$ cat src/rtl/clock_en_ctrl_pkg.sv
`default_nettype none
// ============================================================================
//  Module      : clock_en_ctrl_pkg
//  Description : Shared state encodings and small helpers for the clock
//                enable controller. It can also be imported by debug monitors
//                that decode o_state.
//  Revision    : 1.0  initial release
// ============================================================================
package clock_en_ctrl_pkg;

  // State type, two bits wide to match the o_state debug port.
  typedef logic [1:0] state_t;

  // Encodings are fixed so that external monitors can decode o_state.
  localparam state_t c_st_idle = 2'd0;  // clock gated off
  localparam state_t c_st_wake = 2'd1;  // clock on, domain settling
  localparam state_t c_st_run  = 2'd2;  // clock on, activity present
  localparam state_t c_st_hold = 2'd3;  // clock on, idle timeout running

  // The gated clock runs in every state except IDLE.
  function automatic logic state_clocked(input state_t st);
    return (st != c_st_idle);
  endfunction

  // The domain counts as ready only after WAKE has completed.
  function automatic logic state_ready(input state_t st);
    return (st == c_st_run) || (st == c_st_hold);
  endfunction

endpackage : clock_en_ctrl_pkg
`default_nettype wire

$ cat src/rtl/clock_en_ctrl_sat_counter.sv
`default_nettype none
// ============================================================================
//  Module      : clock_en_ctrl_sat_counter
//  Description : Saturating up-counter with a synchronous clear. The clear
//                takes priority over an increment in the same cycle.
//  Revision    : 1.0  initial release
// ============================================================================
module clock_en_ctrl_sat_counter #(
  parameter int CNT_W = 8
) (
  input  logic             i_clk,
  input  logic             i_rstn,
  input  logic             i_inc,
  input  logic             i_clr,
  output logic [CNT_W-1:0] o_count
);

  // All-ones is the saturation point.
  localparam logic [CNT_W-1:0] c_max = {CNT_W{1'b1}};

  logic [CNT_W-1:0] r_count;
  logic             w_at_max;

  assign w_at_max = (r_count == c_max);

  // Count up on request, stick at all-ones, and let clear win over increment.
  always_ff @(posedge i_clk or negedge i_rstn) begin
    if (!i_rstn) begin
      r_count <= '0;
    end else if (i_clr) begin
      r_count <= '0;
    end else if (i_inc && !w_at_max) begin
      r_count <= r_count + 1'b1;
    end
  end

  assign o_count = r_count;

endmodule : clock_en_ctrl_sat_counter
`default_nettype wire

$ cat src/rtl/clock_en_ctrl.sv
`default_nettype none
// ============================================================================
//  Module      : clock_en_ctrl
//  Description : Generates the registered clock enable for a latch-based
//                clock gate. It turns the gated clock on when there is
//                activity, waits WAKE_CYC cycles before flagging the domain
//                ready, and keeps the clock running for IDLE_TIMEOUT idle
//                cycles before gating it off. It also counts the cycles
//                during which the clock was gated off.
//  Revision    : 1.0  initial release
// ============================================================================
module clock_en_ctrl
  import clock_en_ctrl_pkg::*;
#(
  parameter int WAKE_CYC     = 2,
  parameter int IDLE_TIMEOUT = 16,
  parameter int CNT_W        = 8
) (
  input  logic             i_clk,
  input  logic             i_rstn,
  input  logic             i_req,
  input  logic             i_busy,
  input  logic             i_force_on,
  input  logic             i_stat_clr,
  output logic             o_clock_en,
  output logic             o_ready,
  output logic [1:0]       o_state,
  output logic [CNT_W-1:0] o_gated_cycles
);

  // Timer reload values. WAKE and HOLD share a single down-counter; both
  // phases end on the cycle in which the counter reads one.
  localparam logic [CNT_W-1:0] c_wake_load = CNT_W'(WAKE_CYC);
  localparam logic [CNT_W-1:0] c_idle_load = CNT_W'(IDLE_TIMEOUT);
  localparam logic [CNT_W-1:0] c_timer_one = CNT_W'(1);

  state_t           r_state;
  state_t           w_state_nxt;
  logic [CNT_W-1:0] r_timer;
  logic [CNT_W-1:0] w_timer_nxt;
  logic             r_clock_en;
  logic             r_ready;
  logic             w_clock_en_nxt;
  logic             w_ready_nxt;
  logic             w_act;
  logic             w_timer_last;

  // Any of these keeps, or brings, the gated clock on.
  assign w_act        = i_req | i_busy | i_force_on;
  assign w_timer_last = (r_timer <= c_timer_one);

  // State register, shared timer and output flops. The outputs are
  // registered from the next state so they change only on the rising edge
  // and have no combinational path from the inputs.
  always_ff @(posedge i_clk or negedge i_rstn) begin
    if (!i_rstn) begin
      r_state    <= c_st_idle;
      r_timer    <= '0;
      r_clock_en <= 1'b0;
      r_ready    <= 1'b0;
    end else begin
      r_state    <= w_state_nxt;
      r_timer    <= w_timer_nxt;
      r_clock_en <= w_clock_en_nxt;
      r_ready    <= w_ready_nxt;
    end
  end

  // Next-state and timer logic.
  always_comb begin
    w_state_nxt = r_state;
    w_timer_nxt = r_timer;
    case (r_state)
      c_st_idle: begin
        // Any activity starts the wake sequence, including i_force_on;
        // the WAKE phase is never skipped.
        if (w_act) begin
          w_state_nxt = c_st_wake;
          w_timer_nxt = c_wake_load;
        end else begin
          w_timer_nxt = '0;
        end
      end
      c_st_wake: begin
        // WAKE always runs to completion, even if activity goes away.
        if (w_timer_last) begin
          w_state_nxt = c_st_run;
          w_timer_nxt = '0;
        end else begin
          w_timer_nxt = r_timer - 1'b1;
        end
      end
      c_st_run: begin
        // The first idle cycle arms the idle timeout.
        if (!w_act) begin
          w_state_nxt = c_st_hold;
          w_timer_nxt = c_idle_load;
        end
      end
      c_st_hold: begin
        // Activity beats expiry when both happen in the same cycle.
        if (w_act) begin
          w_state_nxt = c_st_run;
          w_timer_nxt = '0;
        end else if (w_timer_last) begin
          w_state_nxt = c_st_idle;
          w_timer_nxt = '0;
        end else begin
          w_timer_nxt = r_timer - 1'b1;
        end
      end
      default: begin
        w_state_nxt = c_st_idle;
        w_timer_nxt = '0;
      end
    endcase
  end

  // Output decode of the next state, registered in the state register block.
  always_comb begin
    w_clock_en_nxt = state_clocked(w_state_nxt);
    w_ready_nxt    = state_ready(w_state_nxt);
  end

  // Power statistics: count every cycle in which the clock was gated off.
  clock_en_ctrl_sat_counter #(
    .CNT_W (CNT_W)
  ) u_gated_cnt (
    .i_clk   (i_clk),
    .i_rstn  (i_rstn),
    .i_inc   (~r_clock_en),
    .i_clr   (i_stat_clr),
    .o_count (o_gated_cycles)
  );

  assign o_clock_en = r_clock_en;
  assign o_ready    = r_ready;
  assign o_state    = r_state;

endmodule : clock_en_ctrl
`default_nettype wire

$ cat config.mk
export PLATFORM = sky130hd
export DESIGN_NAME = clock_en_ctrl
export DESIGN_NICKNAME = d
export VERILOG_FILES = /design/src/rtl/clock_en_ctrl_pkg.sv /design/src/rtl/clock_en_ctrl_sat_counter.sv /design/src/rtl/clock_en_ctrl.sv
export SDC_FILE = /design/constraint.sdc
export NUM_CORES = 1
export LEC_CHECK = 0
export ABC_AREA = 0
export BUFFER_PORTS_ARGS = -buffer_cell sky130_fd_sc_hd__buf_2
export CAP_MARGIN = 25
export CORE_MARGIN = 2
export CORE_UTILIZATION = 48
export CTS_CLUSTER_DIAMETER = 80
export DETAILED_ROUTE_END_ITERATION = 10
export PLACE_DENSITY_LB_ADDON = 0.1
export RECOVER_POWER = 50
export SLEW_MARGIN = 20
export SYNTH_ARGS = -nofsm -noshare
export SYNTH_HDL_FRONTEND = slang
export SYNTH_SLANG_ARGS = --single-unit
$ cat constraint.sdc
create_clock -name i_clk -period 1.74 [get_ports i_clk]
set_clock_uncertainty 0.15 [all_clocks]
set_input_delay 0.348 -clock i_clk [delete_from_list [all_inputs] [get_ports i_clk]]
set_output_delay 0.348 -clock i_clk [all_outputs]
set_load 0.05 [all_outputs]
**Word-level counts from Yosys, hierarchy flattened**

Index checks and enable logic that the tools add are counted.
Widths: inputs -> output; s select.

- Bitwise gates (word level): 3
- Multiplexer cells: 13
- Add/subtract/negate cells: 2
- Equal/unequal tests: 7
- Reductions and logical operators: 6
- Order comparisons: 1

Operators by type and width:

| operator | count |
|---|---|
| $mux 8 | 5 |
| $pmux 8 s4 | 1 |
| $mux 2 | 6 |
| $add 8x1->8 const B | 1 |
| $eq 2x2->1 const B | 4 |
| $eq 8x8->1 const B | 1 |
| $le 8x1->1 const B | 1 |
| $pmux 2 s4 | 1 |
| $sub 8x1->8 const B | 1 |
| $reduce_bool 2->1 | 2 |
| $eq 2x1->1 const B | 1 |
| $logic_not 2->1 | 1 |
| $ne 2x2->1 const B | 1 |
| $or 1x1->1 | 2 |
| $logic_and 1x1->1 | 1 |
| $logic_not 1->1 | 1 |
| $logic_or 1x1->1 | 1 |
| $not 1->1 | 1 |

- Word-level logic and storage cells: 37
- Flip-flop bits (word level): 20
- Output and inout bits: 12
- Bits of input ports: 6

**Logic depth before layout (Yosys ltp)**

Gate-level depths: netlist of run 1.

- Depth in word-level cells: 6
- Mapped depth: 6
- Mapped depth without buffers: 6

**Hierarchy**

From an unflattened synthesis of run 1, not the netlist that was laid out.

- Cells, all modules: 118
- Area total of the unflattened synthesis: 1179.9 sq um

By module, submodules not included:

| module | area each (sq um) | sequential area each (sq um) | cells each | instances |
|---|---|---|---|---|
| clock_en_ctrl | 674.4 | 300.3 | 71 | 1 |
| clock_en_ctrl_sat_counter | 505.5 | 200.2 | 47 | 1 |

**Worst setup path after synthesis of run 1**

No wires, ideal clock.

- Path type: register to register
- Start point: register r_state[0], in the netlist o_state[0]
- End point: register r_clock_en, in the netlist o_clock_en
- Setup time: 0.145 ns
- Setup slack: -0.313 ns
- Path buffers: 1
- Period minus slack after synthesis: 2.053 ns
- Cell stages (with the launch flop): 6
- Data arrival time: 1.758 ns
- Required time: 1.445 ns
- Cells stage by stage: dfrtp_1 clkbuf_1 inv_1 or4_1 nor2_1 o21ai_0

- Longest elaborated chain between the ends: 4
- Elaborated cells between the ends (all ways): 11
- Those cells by class: 3 x eq/ne; 6 x mux; 2 x reduce/logical

Ends and longest elaborated chain:

| what | line | RTL |
|---|---|---|
| start: declaration | clock_en_ctrl.sv:37 | `state_t r_state;` |
| start signal: assignment | clock_en_ctrl.sv:57 | `r_state <= c_st_idle;` |
| start signal: assignment | clock_en_ctrl.sv:62 | `r_state <= w_state_nxt;` |
| $mux 2 | clock_en_ctrl.sv:105 | `end else if (w_timer_last) begin` |
| $mux 2 | clock_en_ctrl.sv:102 | `if (w_act) begin` |
| $pmux 2 s4 (*) | clock_en_ctrl.sv:73 | `case (r_state)` |
| $reduce_bool 2->1 (*) | clock_en_ctrl_pkg.sv:22 | `return (st != c_st_idle);` |
| via w_clock_en_nxt | clock_en_ctrl.sv:43 | `logic w_clock_en_nxt;` |
| end signal: assignment | clock_en_ctrl.sv:64 | `r_clock_en <= w_clock_en_nxt;` |
| end: declaration | clock_en_ctrl.sv:41 | `logic r_clock_en;` |

The timed path passes the listed nets; every way through them passes the cells marked *.
A chain may end at the register's enable or synchronous reset.

**Worst setup path in the final report of run 1**

- Start point: register r_timer[4]
- End point: register r_timer[5]

- Longest elaborated chain between the ends: 4
- Elaborated cells between the ends (all ways): 5
- Those cells by class: 1 x add/sub; 1 x order compare; 3 x mux

Ends and longest elaborated chain:

| what | line | RTL |
|---|---|---|
| start: declaration | clock_en_ctrl.sv:39 | `logic [CNT_W-1:0] r_timer;` |
| start signal: assignment | clock_en_ctrl.sv:63 | `r_timer <= w_timer_nxt;` |
| $sub 8x1->8 or $le 8x1->1 (tied branches) | clock_en_ctrl.sv:90, clock_en_ctrl.sv:109, clock_en_ctrl.sv:50 |  |
| $mux 8 (*) | clock_en_ctrl.sv:86, clock_en_ctrl.sv:105 |  |
| $mux 8 | clock_en_ctrl.sv:102 |  |
| $pmux 8 s4 (*) | clock_en_ctrl.sv:73 |  |

Every way passes the cells marked *; elsewhere a longest branch is shown, timed or not.

==> flow_metrics.env, run 1 <==
export IMPL_wire_length_of_the_first_global_routing_pass_mm=3.96
export IMPL_antenna_left=0
export IMPL_synth_fa_ha_area_share_pct=3.57
export IMPL_ys_seq_area_share_pct=45.2
export IMPL_utilization_pct=68.3
export IMPL_timing_worst_setup_path_type="register to register"
export IMPL_yosysWarnings=0
export IMPL_setup_tns_final_ns=-1.14
export IMPL_timing_critical_path_required_ns=1.78
export IMPL_drtPass1Iterations=4
export IMPL_postSynthNetCount=119
export IMPL_layout_drive_gt1_share_pct=36.9
export IMPL_synth_top_family_by_area="simple AND/OR/NAND/NOR gates"
export IMPL_die_w_um=50.8
export IMPL_setup_worst_path_end_class="register"
export IMPL_total_design_power_w=0.00193
export IMPL_first_global_vias=897
export IMPL_preCtsSetupSlack_ns=-0.208
export IMPL_synthXorXnorAreaFrac_pct=4.17
export IMPL_drt_drc_violations_left=0
export IMPL_clock_sink_count=19
export IMPL_port_buffers=17
export IMPL_placed_cells_incl_taps=169
export IMPL_period_share_pct=110
export IMPL_post_synth_and_or_nand_nor_area_fraction_pct=22.9
export IMPL_antenna_found_initial=0
export IMPL_crit_path_max_fanout=6
export IMPL_fin_nets=159
export IMPL_fmax_mhz=523
export IMPL_cts_tree="yes"
export IMPL_power_per_cell_area_nw_per_um2=1400
export IMPL_dieHeight_um=50.8
export IMPL_io_pin_count=18
export IMPL_grt_util_all_layers_pct=20.5
export IMPL_setup_worst_path_start="r_timer[4]"
export IMPL_drt_vias_per_instance=5.48
export IMPL_overflow=0
export IMPL_startpoint_of_the_tightest_hold_check_path="i_stat_clr"
export IMPL_layout_min_cycle_time_ns=1.91
export IMPL_total_die_area_um2=2580
export IMPL_finalWirelength_mm=2.29
export IMPL_timing_critical_path_buf_inv=1
export IMPL_dr_first_iter_drc_count=18
export IMPL_critPathArrivalTime_ns=1.96
export IMPL_maxSlewViolCount=0
export IMPL_run_status="complete, but fails checks"
export IMPL_yosys_mux_area_fraction_pct=3.81
export IMPL_clk_root_buffer_cell="clkbuf_4"
export IMPL_slew_headroom_pct=68.5
export IMPL_cpLargestDelayFamily="simple AND/OR/NAND/NOR gates"
export IMPL_finalNonFillerCells=176
export IMPL_ys_async_sr_fraction_pct=100
export IMPL_globalplace_congestion=0.836
export IMPL_postLayoutSetupSlackWorst_ns=-0.172
export IMPL_cp_cell_sequence="or4_4, o311ai_4, buf_4, o22ai_1, o2bb2ai_1"
export IMPL_p_leak_nw=0.631
export IMPL_wire_per_inst_um=13.0
export IMPL_insertion_delay_ns=0.30
export IMPL_tritoncts_num_buffers=3
export IMPL_place_hpwl_mm=1.67
export IMPL_avg_synthesized_cell_area_um2=9.55
export IMPL_synth_compound_area_share_pct=16.8
export IMPL_netlist_area_um2=1050
export IMPL_synth_enable_flop_cells=0
export IMPL_antenna_cells_inserted=0
export IMPL_netlist_instances=110
export IMPL_setup_viol=10
export IMPL_grt_setup_unrepaired="true"
export IMPL_number_of_fill_cells=179
export IMPL_critical_path_slowest_cell="or4_4"
export IMPL_dr_total_vias=965
export IMPL_core_um2=2020
export IMPL_initial_core_util_pct=52.0
export IMPL_drv_cap=0
export IMPL_violations="setup timing"
export IMPL_critPathMaxStageDelay_ns=0.56
export IMPL_grt_start_max_net_pins=20
export IMPL_synth_flop_cell="dfrtp_1"
export IMPL_r2r_start="r_timer[4]"
export IMPL_worst_slew_pin_slew_ns=0.473
export IMPL_row_count=16
export IMPL_clk_pin_slew_worst_paths_ns=0.11
export IMPL_hold_violations=0
export IMPL_ir_worst_vdd_uv=961
export IMPL_clock_tree_htree_level_count=1
export IMPL_synth_cell_type_count=34
export IMPL_cts_path_max_buffers=2
export IMPL_min_delay_path_class="primary input to register"
export IMPL_worstSetupStartpointType="register"
export IMPL_flow_area_growth_from_synthesis_pct=31.3
export IMPL_number_of_flip_flops_and_latches_in_the_synthesized_netlist=19
registers in the layout, indices dropped and copies added (netlist names):
register and count:
r_timer 8, o_ready 1, u_gated_cnt.o_count 8, o_clock_en 1, o_state 1
where the power goes:
part / total, W / switching (W) / internal [W]
combinational: 0.00111 / 0.000599 / 0.000514
sequential: 0.000591 / 0.0000615 / 0.000530
clock: 0.000230 / 0.000144 / 0.0000858
total: 0.00193 / 0.000805 / 0.00113
layer usage:
metal	routed length [µm]	global-route usage, %	share of wire (%)
met4	30	6.31	1.3
met5	0	0	0
met3	82	3.87	3.6
met1	1150	29.0	50
met2	1030	32.0	45
synthesized netlist by cell type, drive strengths merged (2+ instances only):
library cell  number  area [µm²]
a211oi             3        22.5
a21oi              4        20.0
a311oi             2        17.5
and3               2        12.5
buf                2        11.3
dfrtp             19         475
ha                 3        37.5
inv                6        22.5
mux2i              4        40.0
nand2              9        33.8
nand2b             2        12.5
nand3              3        15.0
nand4              2        12.5
nor2              14        52.6
nor3               5        25.0
nor3b              2        15.0
nor4               3        18.8
o21ai              4        20.0
o22ai              2        12.5
o2bb2ai            2        17.5
o31ai              2        15.0
or4                2        18.8
xnor2              4        35.0
logic make-up (layout without fill, tap and decap cells):
kind of cell / count (synthesis) / after routing
buffers and inverters: 9 / 48
adder cells (fa/ha/maj): 3 / 3
multiplexers: 4 / 4
XOR/XNOR: 5 / 5
AO/OA/AOI/OAI: 23 / 23
AND/OR/NAND/NOR: 47 / 47
flip-flops: 19 / 19
final timing paths:
path                                                to  depth (start not counted)  slack [ns]
worst max-delay path                        r_timer[5]                          5       -0.17
worst min-delay path            u_gated_cnt.o_count[0]                          2        0.15
worst max register to register              r_timer[5]                          5       -0.17
worst min register to register              r_timer[1]                          2        0.42
max in group asynchronous       u_gated_cnt.o_count[1]                          2        0.73
min in group asynchronous                      o_ready                          2        0.36
area by class of cell:
type                            count  area (µm²)  share of cell area [%]
Clock buffer                        3        22.5                    1.63
Clock inverter                      1        5.00                   0.363
Inverter                            6        22.5                    1.63
Multi-Input combinational cell     82         572                    41.4
Sequential cell                    19         479                    34.7
Tap cell                           27        33.8                    2.45
Timing Repair Buffer               38         245                    17.8
repair_timing:
action | 4_1_cts | 5_1_grt
endpoints found under the setup margin | 11 | 14
hold endpoints to repair | 19 | 0
resized for setup | 1 | 5
buffers inserted | 2 | 0
hold buffers | 1 | 0
placed cells by master, fill, tap and decap left out, drive strengths merged, types with 3 or more instances in the layout:
cell / synthesis / final
nand3: 3 / 3
ha: 3 / 3
nor3: 5 / 5
xnor2: 4 / 4
nor4: 3 / 3
a211oi: 3 / 3
a21oi: 4 / 4
nand2: 9 / 9
clkbuf: 1 / 4
dfrtp: 19 / 19
nor2: 14 / 14
mux2i: 4 / 4
o21ai: 4 / 4
buf: 2 / 36
inv: 6 / 6
metrics by stage:
stage / cell area [µm²] / hold WS, ns
global route: 1380 / 0.161
global placement: 1300 / 0.160
finish: 1380 / 0.155
CTS: 1360 / 0.151
floorplan: 1070 / -0.0976
detailed placement: 1300 / 0.167
worst register-to-register path, stage by stage (launching register included):
cell and delay, ns:
dfrtp_1 0.39, or4_4 0.56, o311ai_4 0.29, buf_4 0.20
o22ai_1 0.07, o2bb2ai_1 0.14
Note: power is estimated with default switching activity, not from simulation.
==> run 2: changes to the inputs <==
Settings changed: BUFFER_PORTS_ARGS -buffer_cell sky130_fd_sc_hd__buf_2 to -buffer_cell sky130_fd_sc_hd__clkbuf_2.
==> run 2 against run 1 <==
The flow still finishes with violations (setup timing). Cell area rose by 2.4%. Die area did not move. Worst setup slack got worse by 0.079 ns. Clock power barely moved. Total power rose by 4.8%. Critical path depth did not move. Largest cell class unchanged. Largest power group unchanged. Highest routed layer unchanged.
==> flow_metrics.env, run 2 (synthesized netlist as in run 1, its figures left out) <==
export IMPL_run_status="complete, but fails checks"
export IMPL_violations="setup timing"
export IMPL_clk_root_buffer_cell="clkbuf_4"
export IMPL_die_w_um=50.8
export IMPL_drtPass1Iterations=4
export IMPL_dr_first_iter_drc_count=23
export IMPL_clock_sink_count=19
export IMPL_postLayoutSetupSlackWorst_ns=-0.252
export IMPL_hold_violations=0
export IMPL_initial_core_util_pct=52.0
export IMPL_min_delay_path_class="primary input to register"
export IMPL_core_um2=2020
export IMPL_overflow=0
export IMPL_finalWirelength_mm=2.45
export IMPL_dieHeight_um=50.8
export IMPL_wire_per_inst_um=13.9
export IMPL_slew_headroom_pct=68.1
export IMPL_drt_drc_violations_left=0
export IMPL_setup_viol=10
export IMPL_grt_util_all_layers_pct=20.3
export IMPL_grt_setup_unrepaired="true"
export IMPL_preCtsSetupSlack_ns=-0.215
export IMPL_globalplace_congestion=0.874
export IMPL_antenna_found_initial=0
export IMPL_timing_critical_path_buf_inv=1
export IMPL_timing_critical_path_required_ns=1.78
export IMPL_antenna_left=0
export IMPL_cts_tree="yes"
export IMPL_utilization_pct=69.9
export IMPL_grt_start_max_net_pins=20
export IMPL_layout_cells_most_common_list="buf_4, clkbuf_2, dfrtp_1"
export IMPL_place_hpwl_mm=1.72
export IMPL_period_share_pct=114
export IMPL_cpLargestDelayFamily="simple AND/OR/NAND/NOR gates"
export IMPL_row_count=16
export IMPL_drt_vias_per_instance=5.65
export IMPL_clk_pin_slew_worst_paths_ns=0.12
export IMPL_critPathArrivalTime_ns=2.04
export IMPL_placed_cells_incl_taps=169
export IMPL_worstSetupStartpointType="register"
export IMPL_antenna_cells_inserted=0
export IMPL_insertion_delay_ns=0.30
export IMPL_ir_worst_vdd_uv=1060
export IMPL_port_buffers=17
export IMPL_timing_worst_setup_path_type="register to register"
export IMPL_critical_path_slowest_cell="or4_4"
export IMPL_crit_path_max_fanout=7
export IMPL_power_per_cell_area_nw_per_um2=1430
export IMPL_wire_length_of_the_first_global_routing_pass_mm=3.95
export IMPL_tritoncts_num_buffers=3
export IMPL_worst_slew_pin_slew_ns=0.478
export IMPL_finalNonFillerCells=177
export IMPL_clock_tree_htree_level_count=1
export IMPL_cts_path_max_buffers=2
export IMPL_total_die_area_um2=2580
export IMPL_critPathMaxStageDelay_ns=0.57
export IMPL_layout_min_cycle_time_ns=1.99
export IMPL_first_global_vias=945
export IMPL_dr_total_vias=1000
export IMPL_fmax_mhz=502
export IMPL_total_design_power_w=0.00203
export IMPL_io_pin_count=18
export IMPL_flow_area_growth_from_synthesis_pct=34.5
export IMPL_setup_worst_path_end_class="register"
export IMPL_fin_nets=160
export IMPL_layout_drive_gt1_share_pct=40.0
export IMPL_p_leak_nw=0.639
export IMPL_layout_cells_most_common="buf_4"
export IMPL_maxSlewViolCount=0
export IMPL_cp_cell_sequence="or4_4, o311ai_4, buf_4, o22ai_2, o2bb2ai_1"
export IMPL_drv_cap=0
run 2: changes by cell type in the layout (fill, tap and decap cells not counted), moves of 2 or more:
| cell | change |
|---|---|
| a211oi_2 | +2 |
| o21ai_0 | -2 |
| clkbuf_2 | +16 |
| a211oi_1 | -2 |
| buf_2 | -16 |
run 2: layer usage:
layer  wire length (µm)  vias to the layer above  global-route usage, %
met5                  0                        -                      0
met3                109                        3                   2.98
li1                   -                      482                      -
met2               1170                       33                   32.7
met1               1150                      482                   27.5
met4                 21                        0                   7.66
run 2: power by group:
group / leakage (nW) / internal, W / switching, W
registers: 0.246 / 0.000530 / 0.0000633
clock network: 0.0177 / 0.0000855 / 0.000143
logic: 0.375 / 0.000553 / 0.000653
run 2: final cells by class:
class,instances,area [µm²]
well taps,27,33.8
clock buffers,3,22.5
multi-input cells,82,598
inverters,6,22.5
clock inverters,1,5.00
repair buffers,39,253
flip-flops and latches,19,479
fillers,163,608
run 2: final timing paths:
| check | start | endpoint | slack, ns | cells after the start |
|---|---|---|---|---|
| worst max-delay path | r_timer[4] | r_timer[5] | -0.25 | 5 |
| worst min-delay path | i_stat_clr | u_gated_cnt.o_count[0] | 0.17 | 2 |
| worst max register to register | r_timer[4] | r_timer[5] | -0.25 | 5 |
| worst min register to register | u_gated_cnt.o_count[1] | u_gated_cnt.o_count[1] | 0.42 | 2 |
| max in group asynchronous | i_rstn | u_gated_cnt.o_count[1] | 0.71 | 2 |
| min in group asynchronous | i_rstn | o_ready | 0.38 | 2 |
run 2: timing repair:
| item | 4_1_cts | 5_1_grt |
|---|---|---|
| pin swaps | 2 | 1 |
| setup endpoints to repair | 11 | 16 |
| hold endpoints to repair | 19 | 0 |
| buffers inserted | 0 | 3 |
| hold buffers | 1 | 0 |
| gates resized for setup | 4 | 9 |
| gates cloned | 0 | 0 |
run 2: per-stage QoR:
step	instance area (µm²)	TNS (ns)	hold WS (ns)
finish	1410	-1.42	0.170
global route	1410	-1.92	0.164
CTS	1350	-1.33	0.155
detailed placement	1300	-1.24	0.177
global placement	1300	-0.872	0.177
floorplan	1070	-0.792	-0.0976
==> run 3: changes to the inputs <==
Settings changed: CORE_MARGIN 2 to 3, CORE_UTILIZATION 48 to 50, SYNTH_HIERARCHICAL set to 1.
==> run 3 against run 2 <==
The run still ends with setup timing left. First-iteration DRC count rose by 74%. Sequential share of layout area decreased by 1.3 points. Synthesized cell count grew 7.3%. Via count rose by 6.6%. Combinational power down 17%. Wire length up 15%. Area after synthesis increased by 12%. Fmax increased by 8.5%.
==> flow_metrics.env, run 3 <==
export IMPL_netlist_instances=118
export IMPL_worst_slew_pin_slew_ns=0.516
export IMPL_finalWirelength_mm=2.81
export IMPL_layout_area_seq_um2=507
export IMPL_ys_seq_area_share_pct=42.4
export IMPL_crit_path_max_fanout=5
export IMPL_dr_first_iter_drc_count=40
export IMPL_synth_cell_type_count=42
export IMPL_drv_cap=0
export IMPL_core_um2=2100
export IMPL_layout_cells_most_common_list="buf_4, clkbuf_2, dfrtp_1"
export IMPL_place_hpwl_mm=1.89
export IMPL_synth_flop_cell="dfrtp_1"
export IMPL_period_share_pct=105
export IMPL_number_of_flip_flops_and_latches_in_the_synthesized_netlist=20
export IMPL_cts_tree="yes"
export IMPL_timing_critical_path_required_ns=1.82
export IMPL_synthDominantCellAreaShare_pct=42.4
export IMPL_flow_area_growth_from_synthesis_pct=31.8
export IMPL_yosysWarnings=6
export IMPL_maxSlewViolCount=0
export IMPL_dieHeight_um=54.6
export IMPL_critPathArrivalTime_ns=1.92
export IMPL_ys_top_cells_by_count="dfrtp_1, nor2_1, nand2_1, inv_1, a21oi_1"
export IMPL_tritoncts_num_buffers=3
export IMPL_setup_worst_path_end_class="register"
export IMPL_io_pin_count=18
export IMPL_worstSetupStartpointType="register"
export IMPL_initial_core_util_pct=56.1
export IMPL_number_of_fill_cells=154
export IMPL_grt_util_all_layers_pct=21.6
export IMPL_grt_setup_unrepaired="true"
export IMPL_groute_layer_met3_usage_pct=4.90
export IMPL_drtPass1Iterations=4
export IMPL_clock_sink_count=20
export IMPL_ir_worst_vdd_uv=1040
export IMPL_avg_synthesized_cell_area_um2=10.0
export IMPL_finalNonFillerCells=185
export IMPL_layout_drive_gt1_share_pct=45.6
export IMPL_grt_busiest_layer="met2"
export IMPL_row_count=16
export IMPL_synth_top_cells_by_area="dfrtp_1, mux2_4, nor2_1, nand2_1, ha_1"
export IMPL_timing_worst_setup_path_type="register to register"
export IMPL_power_per_cell_area_nw_per_um2=1260
export IMPL_overflow=0
export IMPL_antenna_cells_inserted=0
export IMPL_yosys_cell_count_top_type="dfrtp_1"
export IMPL_total_die_area_um2=2980
export IMPL_endpoint="r_timer[2]"
export IMPL_hold_violations=0
export IMPL_fmax_mhz=545
export IMPL_first_global_vias=970
export IMPL_grt_start_max_net_pins=21
export IMPL_wire_per_inst_um=15.2
export IMPL_gr_met1_demand_resource_pct=30.2
export IMPL_reg2reg_setup_slack_ns=-0.1
export IMPL_crit_reg2reg_capture="r_timer[2]"
export IMPL_synth_enable_flop_cells=0
export IMPL_layout_cells_most_common="buf_4"
export IMPL_drt_drc_violations_left=0
export IMPL_antenna_left=0
export IMPL_dr_total_vias=1066
export IMPL_placed_cells_incl_taps=174
export IMPL_r2r_start="r_timer[0]"
export IMPL_clock_tree_htree_level_count=1
export IMPL_clk_root_buffer_cell="clkbuf_4"
export IMPL_cell_count_of_the_worst_reg_to_reg_path=7
export IMPL_postSynthNetCount=127
export IMPL_multi_input_comb_area_um2=699
export IMPL_setup_worst_path_start="r_timer[0]"
export IMPL_drt_vias_per_instance=5.76
export IMPL_run_status="complete, but fails checks"
export IMPL_cts_path_max_buffers=2
export IMPL_globalplace_congestion=0.813
export IMPL_min_delay_path_class="primary input to register"
export IMPL_wire_length_of_the_first_global_routing_pass_mm=4.62
export IMPL_clk_pin_slew_worst_paths_ns=0.12
export IMPL_yosysTopAreaCell="dfrtp_1"
export IMPL_postLayoutSetupSlackWorst_ns=-0.0951
export IMPL_setup_viol=5
export IMPL_port_buffers=17
export IMPL_ys_async_sr_fraction_pct=100
export IMPL_globalRouteMet2Util_pct=34.5
export IMPL_insertion_delay_ns=0.30
export IMPL_layout_min_cycle_time_ns=1.84
export IMPL_p_leak_nw=0.724
export IMPL_antenna_found_initial=0
export IMPL_fin_nets=168
export IMPL_slew_headroom_pct=65.6
export IMPL_netlist_area_um2=1180
export IMPL_total_design_power_w=0.00195
export IMPL_violations="setup timing"
export IMPL_die_w_um=54.6
[run 3: cell types whose count changed in the layout (fill, tap and decap cells not counted), moves of 3 or more]
cell and change:
nor2b_1 +4, nor2_1 -3, nand3_2 +3, mux2_4 +4
a21oi_2 +3, nor4_1 -3, nor3_1 -3, xnor2_1 -4
o21ai_1 +3
[run 3: power breakdown]
part | switching, W | internal [W]
combinational | 0.000538 | 0.000472
sequential | 0.000119 | 0.000550
clock | 0.000146 | 0.000128
total | 0.000802 | 0.00115
[run 3: worst min-delay path by stage]
stage                     cells after the start  slack (ns)  startpoint                     end
after floorplan                               0        -0.1      i_rstn              o_clock_en
after global placement                        1        0.18      i_rstn              r_timer[3]
after detailed placement                      1        0.19      i_rstn              r_timer[3]
after CTS                                     2        0.22  i_stat_clr  u_gated_cnt/o_count[2]
after global routing                          2        0.24  i_stat_clr  u_gated_cnt/o_count[7]
final                                         2        0.23  i_stat_clr  u_gated_cnt/o_count[2]
[run 3: kinds of logic after synthesis]
kind of cell	synth area share, %
buf+inv	3.82
xor+xnor	0.742
mux	6.79
compound gates	19.4
fa+ha+maj	3.18
flops	42.4
simple gates	23.6
[run 3: area by class of cell]
class	count	area share [%]
multi-input cells	88	45.0
flip-flops and latches	20	32.6
repair buffers	39	16.3
clock buffers	4	2.33
well taps	27	2.17
inverters	7	1.69
[run 3: metal layers]
metal  vias to the layer above  routed length (µm)
met4                         0                  17
met5                         -                   0
met3                         4                 106
met2                        27                1350
li1                        518                   -
met1                       517                1340
[run 3: through the flow]
stage          TNS [ns]  setup WS (ns)  hold WS (ns)  utilization, %  cell area, µm²
2_1_floorplan    -0.193        -0.0764       -0.0976               -            1200
3_3_place_gp    -0.0300        -0.0203         0.184            67.4            1420
3_5_place_dp     -0.340         -0.113         0.187            67.4            1420
4_1_cts          -0.125        -0.0386         0.217            71.8            1510
5_1_grt           -1.13         -0.178         0.239            74.0            1560
6_report         -0.270        -0.0951         0.228            74.0            1560
[run 3: worst max-delay path: stages (launching register included)]
cell	delay, ns
dfrtp_1	0.39
inv_1	0.06
ha_2	0.18
or2_4	0.24
a311oi_4	0.36
buf_4	0.19
a21oi_2	0.05
mux2i_1	0.14
[run 3: timing repair]
item	in CTS	in global routing
setup endpoints to repair	5	12
pin swaps	2	6
hold buffers	1	0
gates resized for setup	4	10
hold endpoints to repair	20	0
gates cloned	0	0
setup buffers	4	3
